<file path="config.mk">
export PLATFORM = sky130hd
export DESIGN_NAME = i2c_slave
export DESIGN_NICKNAME = d
export VERILOG_FILES = /design/src/rtl/i2c_slave.sv
export SDC_FILE = /design/constraint.sdc
export NUM_CORES = 1
export LEC_CHECK = 0
export CORE_MARGIN = 5
export CORE_UTILIZATION = 25
export DETAILED_ROUTE_END_ITERATION = 10
export GPL_ROUTABILITY_DRIVEN = 0
export PLACE_DENSITY = 0.35
export SLEW_MARGIN = 20
export SYNTH_ARGS = -nofsm -noshare
export SYNTH_HDL_FRONTEND = slang
export SYNTH_SLANG_ARGS = --single-unit
export TNS_END_PERCENT = 20
</file>
<file path="constraint.sdc">
create_clock -name clk -period 2.9 [get_ports clk]
set_clock_uncertainty 0.05 [all_clocks]
set_input_delay 0.58 -clock clk [delete_from_list [all_inputs] [get_ports clk]]
set_output_delay 0.58 -clock clk [all_outputs]
set_load 0.05 [all_outputs]
</file>
<file path="src/rtl/i2c_slave.sv">
// rtl/i2c_slave.sv - I2C target endpoint backed by a small byte-wide register file
//
// Purpose:
//   Answers I2C transfers of the form
//     START, {dev_addr, r/w}, ACK, mem_addr, ACK, data, ACK, ..., STOP
//   and stores/returns bytes in a 2**MEM_AW deep register file. SCL and SDA
//   are oversampled on clk; SDA is driven open-drain through SDA_low.
//
// Ports:
//   clk       system clock, at least 8x the SCL frequency
//   reset     synchronous, active-high
//   SCL       I2C clock from the master
//   SDA_i     sampled SDA line level (includes our own pull-down)
//   SDA_low   1 = pull SDA low, 0 = release
//   busy      high from a matching device address until STOP/IDLE
//   wr_valid  one-cycle pulse when a write byte is committed
//   wr_addr   address of the committed byte
//   wr_data   committed byte
//   nack_err  one-cycle pulse when the target drops out of a transfer

module i2c_slave #(
    parameter logic [6:0] DEVICE_ADDR = 7'b0000001,
    parameter int         MEM_AW      = 6
) (
    input  logic              clk,
    input  logic              reset,
    input  logic              SCL,
    input  logic              SDA_i,
    output logic              SDA_low,
    output logic              busy,
    output logic              wr_valid,
    output logic [MEM_AW-1:0] wr_addr,
    output logic [7:0]        wr_data,
    output logic              nack_err
);

    typedef enum logic [3:0] {
        IDLE,
        DEV_ADDR,
        DEV_ACK,
        MEM_ADDR,
        MEM_ACK,
        WR_DATA,
        WR_ACK,
        RD_DATA,
        RD_ACK,
        WAIT_STOP
    } state_t;

    localparam logic [MEM_AW-1:0] PTR_ONE = 1;

    // Input conditioning: two synchronizer flops plus one history flop each.
    logic [1:0] scl_sync;
    logic [1:0] sda_sync;
    logic       scl_hist;
    logic       sda_hist;

    always_ff @(posedge clk) begin
        if (reset) begin
            // Idle bus level, so leaving reset never fakes an edge.
            scl_sync <= 2'b11;
            sda_sync <= 2'b11;
            scl_hist <= 1'b1;
            sda_hist <= 1'b1;
        end else begin
            scl_sync <= {scl_sync[0], SCL};
            sda_sync <= {sda_sync[0], SDA_i};
            scl_hist <= scl_sync[1];
            sda_hist <= sda_sync[1];
        end
    end

    logic scl_now;
    logic sda_now;
    logic scl_rise;
    logic scl_fall;
    logic start_det;
    logic stop_det;

    assign scl_now   = scl_sync[1];
    assign sda_now   = sda_sync[1];
    assign scl_rise  = scl_now & ~scl_hist;
    assign scl_fall  = ~scl_now & scl_hist;
    // SDA edges only count as START/STOP while SCL is steadily high.
    assign start_det = scl_now & scl_hist & sda_hist & ~sda_now;
    assign stop_det  = scl_now & scl_hist & ~sda_hist & sda_now;

    state_t            state;
    logic [2:0]        bit_cnt;
    logic [6:0]        shift;
    logic [MEM_AW-1:0] ptr;
    logic              rw;
    logic              got_ack;

    // Byte completed by the bit being sampled this cycle.
    logic [7:0] rx_byte;
    logic       last_bit;

    assign rx_byte  = {shift, sda_now};
    assign last_bit = (bit_cnt == 3'd7);

    // Register file: not cleared by reset, read combinationally.
    logic [7:0] mem [2**MEM_AW];
    logic       mem_we;
    logic [7:0] rd_byte;

    assign mem_we  = ~reset & (state == WR_DATA) & scl_rise & last_bit
                   & ~start_det & ~stop_det;
    assign rd_byte = mem[ptr];

    always_ff @(posedge clk) begin
        if (mem_we) begin
            mem[ptr] <= rx_byte;
        end
    end

    always_ff @(posedge clk) begin
        if (reset) begin
            state    <= IDLE;
            bit_cnt  <= 3'd0;
            shift    <= 7'd0;
            ptr      <= '0;
            rw       <= 1'b0;
            got_ack  <= 1'b0;
            SDA_low  <= 1'b0;
            busy     <= 1'b0;
            wr_valid <= 1'b0;
            wr_addr  <= '0;
            wr_data  <= 8'd0;
            nack_err <= 1'b0;
        end else begin
            wr_valid <= 1'b0;
            nack_err <= 1'b0;

            if (stop_det) begin
                state   <= IDLE;
                SDA_low <= 1'b0;
                busy    <= 1'b0;
            end else if (start_det) begin
                // Repeated START from any state restarts address decode.
                // SDA is released defensively; a legal START never finds it held.
                state   <= DEV_ADDR;
                bit_cnt <= 3'd0;
                SDA_low <= 1'b0;
            end else begin
                case (state)
                    IDLE: begin
                        bit_cnt <= 3'd0;
                    end

                    DEV_ADDR: begin
                        if (scl_rise) begin
                            shift   <= rx_byte[6:0];
                            bit_cnt <= bit_cnt + 3'd1;
                            if (last_bit) begin
                                if (rx_byte[7:1] == DEVICE_ADDR) begin
                                    rw    <= rx_byte[0];
                                    busy  <= 1'b1;
                                    state <= DEV_ACK;
                                end else begin
                                    nack_err <= 1'b1;
                                    state    <= WAIT_STOP;
                                end
                            end
                        end
                    end

                    // ACK slots: first fall pulls SDA low, second fall ends the slot.
                    DEV_ACK: begin
                        if (scl_fall) begin
                            if (!SDA_low) begin
                                SDA_low <= 1'b1;
                            end else begin
                                SDA_low <= 1'b0;
                                bit_cnt <= 3'd0;
                                state   <= MEM_ADDR;
                            end
                        end
                    end

                    MEM_ADDR: begin
                        if (scl_rise) begin
                            shift   <= rx_byte[6:0];
                            bit_cnt <= bit_cnt + 3'd1;
                            if (last_bit) begin
                                ptr   <= rx_byte[MEM_AW-1:0];
                                state <= MEM_ACK;
                            end
                        end
                    end

                    MEM_ACK: begin
                        if (scl_fall) begin
                            if (!SDA_low) begin
                                SDA_low <= 1'b1;
                            end else if (rw) begin
                                // Read: bit 7 goes out on the fall that ends the ACK.
                                shift   <= rd_byte[6:0];
                                SDA_low <= ~rd_byte[7];
                                bit_cnt <= 3'd0;
                                state   <= RD_DATA;
                            end else begin
                                SDA_low <= 1'b0;
                                bit_cnt <= 3'd0;
                                state   <= WR_DATA;
                            end
                        end
                    end

                    WR_DATA: begin
                        if (scl_rise) begin
                            shift   <= rx_byte[6:0];
                            bit_cnt <= bit_cnt + 3'd1;
                            if (last_bit) begin
                                wr_valid <= 1'b1;
                                wr_addr  <= ptr;
                                wr_data  <= rx_byte;
                                state    <= WR_ACK;
                            end
                        end
                    end

                    WR_ACK: begin
                        if (scl_fall) begin
                            if (!SDA_low) begin
                                SDA_low <= 1'b1;
                            end else begin
                                SDA_low <= 1'b0;
                                ptr     <= ptr + PTR_ONE;
                                bit_cnt <= 3'd0;
                                state   <= WR_DATA;
                            end
                        end
                    end

                    // bit_cnt counts falls here; bits 6..0 go out on falls 1..7,
                    // and the 8th fall hands SDA back for the master's ACK.
                    RD_DATA: begin
                        if (scl_fall) begin
                            bit_cnt <= bit_cnt + 3'd1;
                            if (last_bit) begin
                                SDA_low <= 1'b0;
                                got_ack <= 1'b0;
                                state   <= RD_ACK;
                            end else begin
                                SDA_low <= ~shift[6];
                                shift   <= {shift[5:0], 1'b0};
                            end
                        end
                    end

                    RD_ACK: begin
                        if (scl_rise) begin
                            // Anything other than a clean 0 (including X) is a NACK.
                            if (sda_now == 1'b0) begin
                                ptr     <= ptr + PTR_ONE;
                                got_ack <= 1'b1;
                            end else begin
                                nack_err <= 1'b1;
                                state    <= WAIT_STOP;
                            end
                        end else if (scl_fall && got_ack) begin
                            shift   <= rd_byte[6:0];
                            SDA_low <= ~rd_byte[7];
                            bit_cnt <= 3'd0;
                            got_ack <= 1'b0;
                            state   <= RD_DATA;
                        end
                    end

                    WAIT_STOP: begin
                        SDA_low <= 1'b0;
                    end

                    default: begin
                        state   <= IDLE;
                        SDA_low <= 1'b0;
                    end
                endcase
            end
        end
    end

endmodule
</file>
Word level (Yosys, flattened, before mapping). Memories as Yosys holds them, arrays and structs flattened. A register that Yosys moved wholly into a read port is not among the register bits. Index checks and enable logic that the tools add are counted.

Bits in registers: 46. Bits in latches: 0. RAM bits: 512. Bits in read-only memories: 0. Output and inout port bits: 18. Logic and storage cells: 199. Memories: 1.

Add/subtract/negate cells: 2. Multipliers: 0. Div/mod/pow operators: 0. $lt $le $gt $ge: 0. Eq/ne operators: 58. Shifts and indexed selects: 0. Multiplexer cells: 72. Bitwise operators: 25. Reduce and logical (&&, ||, !) cells: 24.

Memory list: mem (depth 64, bits a word 8, read ports 1, clocked after memory_dff 1, wr ports 1, line 103) `logic [7:0] mem [2**MEM_AW];`.

Operator list (number): two-way mux 4 bit (18); != test 3 bit, second input constant (19); two-way mux 7 bit (8); two-way mux 6 bit (8); != test 2 bit, second input constant (20); one-hot mux 4 bit (9 select lines) (1); AND reduction 17 bit (2); one-hot mux 7 bit (4 select lines) (1); two-way mux 1 bit (23); two-way mux 3 bit (7); one-hot mux 6 bit (3 select lines) (1); == test 4 x 3 -> 1 bit, second input constant (4); one-hot mux 3 bit (5 select lines) (1); inverter 1 bit (13); AND 1 bit (12); AND reduction 6 bit (2); AND reduction 11 bit (1); AND reduction 5 bit (2); != test 3 x 1 -> 1 bit, second input constant (3); AND reduction 9 bit (1); OR reduction 3 bit (3); == test 4 x 2 -> 1 bit, second input constant (2); == test 4 bit, second input constant (2); != test 4 bit, second input constant (2); 20 further kinds (25).

Depth between registers and ports, before layout.
Depth after elaboration: 8. Mapped depth: 11.

Least setup slack after synthesis. Ideal clock, no wire load.

Path type: register to register. From: register sda_sync[1]. To: register state[0]. Library setup time: 0.095 ns. Data arrival time: 2.344 ns. Data required time: 2.755 ns. Path slack: 0.410 ns. Stages on the path, launching flop included: 5. Path buffers: 0. Clock period less this slack: 2.490 ns. Cells stage by stage: dfxtp_1 -> a221oi_1 -> a2111oi_4 -> mux2i_1 -> a221oi_1.

Cells in the longest elaborated chain, start to end: 4.

Ends and longest elaborated chain: start, declared (line 54) `logic [1:0] sda_sync;`; start signal, assigned (line 67) `sda_sync <= {sda_sync[0], SDA_i};`; inverter 1 bit; AND 1 bit (line 85) `assign start_det = scl_now & scl_hist & sda_hist & ~sda_now;`; != test 4 bit (no source line), or another cell as far along; AND reduction 17 bit (no source line); end signal, assigned (line 119) `state <= IDLE;`; end signal, assigned (line 136) `state <= IDLE;`; end signal, assigned (line 142) `state <= DEV_ADDR;`; end, declared (line 88) `state_t state;`.

Several ways; a longest one is shown, not always the timed one. A chain may end at the register's enable or synchronous reset.

Worst setup path after layout.
From: register state[0]. To: register shift[4].

Cells in the longest elaborated chain, start to end: 4.

Ends and longest elaborated chain: == test 4 x 3 -> 1 bit, or another cell as far along (line 146) `case (state)`; OR reduction 3 bit (no source line); != test 2 x 1 -> 1 bit (no source line) / nonzero test 4 bit (equally long branches); AND reduction 11 bit (no source line); end signal, assigned (line 153) `shift <= rx_byte[6:0];`; end signal, assigned (line 183) `shift <= rx_byte[6:0];`; end signal, assigned (line 198) `shift <= rd_byte[6:0];`; end, declared (line 90) `logic [6:0] shift;`.

Several ways; a longest one is shown, not always the timed one.

==> run_results.csv <==
group,metric,value,unit
status,status,"finished clean",
power_and_ir_drop,total_power,0.02211,W
yosys,synth_top_area_share,66.53,%
yosys,syn_area_per_cell,18.21,sq um
sta,finalSetupViolations,0,
power_and_ir_drop,power.density,801.0,nW/um^2
critical_path,cp.arrival,3.26,ns
clock_tree,clk_pin_slew,0.06,ns
layout,fin_util,30.12,%
place,dp_hpwl,42090,microns
floorplan,die_w,314.0,microns
route,vias,12290,
grt,grt_pass1_vias,12770,
floorplan,ioPinCount,22,
route,drtPass1Iterations,5,
sta,fin_crit_sh,95.28,%
power_and_ir_drop,pwr-share-clk,34.9,%
critical_path,cp_slowest_cell,"nor3_2",
yosys,synthesis.area,23110,sq um
clock_tree,cts_max_path_buffers,3,
sta,slew_viol_final,0,
grt,grt_max_degree,78,
floorplan,rows,111,
layout,syn_to_final_growth,19.46,%
grt,grt_pass1_wl,96070,microns
critical_path,crit_chain,"buf_4 > or3b_1 > a21oi_1 > o221ai_1 > nor3_2 > nand4_1 > o211ai_1",
floorplan,initial_core_util,25.21,%
sta,worst_slew_pin_slew,1.025,ns
route,avgViaCountPerCell,4.586,
yosys,synth_top_area_cell,"edfxtp_1",
grt,overflow,0,
clock_tree,cts_buffers,61,
sta,hold_viol,0,
yosys,synthCells,1269,
clock_tree,cts_tree,"done",
yosys,synth_commonest_cells,"edfxtp_1, nor2_1, mux2i_1",
yosys,synth_cell_types,75,
sta,fin_crit,2.763,ns
yosys,synth.most_common_cell,"edfxtp_1",
critical_path,start_kind,"flop",
power_and_ir_drop,p_sw_share,28.30,%
floorplan,dieHeight,314.0,microns
critical_path,path_class,"reg -> reg",
clock_tree,clock_latency,0.63,ns
layout,nNetsFinal,1452,
critical_path,cpPeakStageDelay,0.57,ns
layout,final_layout_size_suffix_gt1_share,25.50,%
route,post-route-drc-count,0,
floorplan,die-area,98620,sq um
yosys,ys.flop_type,"edfxtp_1",
layout,nFillCells,9008,
critical_path,cp.required,3.40,ns
route,initialDrtViolationCount,1044,
yosys,ys_async_sr_fraction,0,%
route,wirelength,66680,microns
critical_path,path_max_fanout,13,
power_and_ir_drop,peakVddDrop,495.2,uV
sta,relSlewSlack,31.68,%
yosys,ys_ff_latch,564,
yosys,yosys_warnings,0,
power_and_ir_drop,leakage,8.631,nW
layout,multi_input_area,6077,sq um
power_and_ir_drop,power.internal,0.01585,W
route,ant_nets,0,
yosys,ys_top_cells_by_area,"edfxtp_1, mux4_2, mux4_1, dfxtp_1, mux2i_1",
floorplan,coreArea,91660,sq um
place,io_buffers,21,
min_path,hp-class,"reg -> reg",
clock_tree,clock_sinks,564,
grt,antenna_found_initial,0,
clock_tree,cts_root_buf,"clkbuf_16",
sta,rsz0062_at_grt,"no",
sta,fin_setup_tns,0,ns
power_and_ir_drop,p_seq_share,44.7,%
power_and_ir_drop,p_switching,0.006258,W
route,wl_per_cell,24.88,microns
grt,grt_use_total,13.39,%
layout,seq_area,16440,sq um
clock_tree,cts-htree-levels,2,
critical_path,endpoint_kind,"flop",
layout,diodes,0,
yosys,ys_seq_area_share,71.03,%
power_and_ir_drop,pwr-share-comb,20.4,%
sta,fmax,361.9,MHz
yosys,synth_nets,1276,
yosys,synth_edf_count,512,
clock_tree,hold_buffers,0,
flow_run,timing.max_cap.violations,0,
-- flip-flops by register name, summed over array words and instances, names as in the netlist, 2 cells and up, named ones only --
register	count
bit_cnt	3
mem	512
ptr	6
scl_sync	2
sda_sync	2
shift	7
state	4
wr_addr	6
wr_data	8
-- routing by layer --
layer	vias to the layer above	wire [microns]	track usage (%)
li1	5540	-	-
met1	6455	30750	18.44
met2	211	32110	22.15
met3	84	2231	2.179
met4	0	1581	3.571
met5	-	0	0
-- repair_timing --
| action | CTS | global route |
|---|---|---|
| gates cloned | 0 | 0 |
| resized for setup | 2 | 0 |
| setup endpoints to repair | 1 | 2 |
| hold endpoints to repair | 0 | 0 |
| setup buffers | 0 | 1 |
-- worst paths after layout --
kind                            cells past startpoint                    from  slack [ns]                      to
worst min register to register                      1  scl_sync[0]$_SDFF_PP1_        0.36  scl_sync[1]$_SDFF_PP1_
worst min-delay path                                1  scl_sync[0]$_SDFF_PP1_        0.36  scl_sync[1]$_SDFF_PP1_
worst max-delay path                                7   state[0]$_SDFFE_PP0P_        0.14   shift[4]$_SDFFE_PP0P_
worst max register to register                      7   state[0]$_SDFFE_PP0P_        0.14   shift[4]$_SDFFE_PP0P_
-- cell families (layout without fill, tap and decap cells) --
logic type,Yosys count,in the layout,share of synthesized area (%)
simple gates,236,236,5.208
mux,199,199,15.32
xor+xnor,3,3,0.1137
buf+inv,88,313,2.723
flops,564,564,71.03
compound gates,176,176,5.436
fa+ha+maj,3,3,0.1624
-- critical path, delay by kind of cell, from the launching register on --
kind / cells / cell delay (ns)
buffers and inverters: 1 / 0.26
AO/OA/AOI/OAI: 3 / 0.62
AND/OR/NAND/NOR: 3 / 1.29
flip-flops: 1 / 0.45
-- metrics by stage --
step	setup slack (ns)	instance area, sq um	cells	hold WS [ns]
2_1_floorplan	0.4104	23110	1269	0.3395
3_3_place_gp	-0.1924	25630	2567	0.3514
3_5_place_dp	-0.1627	25630	2567	0.3518
4_1_cts	0.08799	27600	2679	0.3659
5_1_grt	0.02659	27610	2680	0.3860
6_report	0.1369	27610	2680	0.3625
-- placed cells by master (no fill, tap or decap), types with 9 or more instances in the layout --
| cell | synthesis | routed |
|---|---|---|
| a211oi_1 | 21 | 21 |
| a21oi_1 | 39 | 39 |
| a22o_1 | 14 | 14 |
| a22oi_1 | 16 | 16 |
| buf_12 | 4 | 9 |
| buf_4 | 7 | 163 |
| clkbuf_1 | 25 | 21 |
| clkbuf_16 | 0 | 63 |
| clkdlybuf4s50_1 | 0 | 21 |
| dfxtp_1 | 52 | 40 |
| dfxtp_2 | 0 | 9 |
| edfxtp_1 | 512 | 512 |
| mux2_2 | 15 | 15 |
| mux2i_1 | 74 | 74 |
| mux4_1 | 41 | 41 |
| mux4_2 | 69 | 69 |
| nand2_1 | 34 | 34 |
| nand2b_1 | 13 | 13 |
| nand3_1 | 11 | 11 |
| nand3b_1 | 10 | 10 |
| nor2_1 | 89 | 89 |
| nor2b_1 | 24 | 24 |
| o21ai_0 | 21 | 21 |
-- final cells by class --
cell class	count	area share, %
inverter	8	0.1088
timing repair buffer	193	5.847
clock inverter	22	0.8611
multi-input combinational	617	22.01
clock buffer	90	6.250
tap	1186	5.375
sequential	564	59.55
-- power by group through the flow --
stage	Sequential (W)	Clock (W)	Combinational [W]
final	0.00988	0.00772	0.00451
after global routing	0.00989	0.00833	0.00487
after CTS	0.00988	0.00801	0.00466
after detailed placement	0.0101	0	0.00466
after global placement	0.0100	0	0.00466
after floorplan	0.0103	0	0.00252
Power figures use the tool's default switching activity.
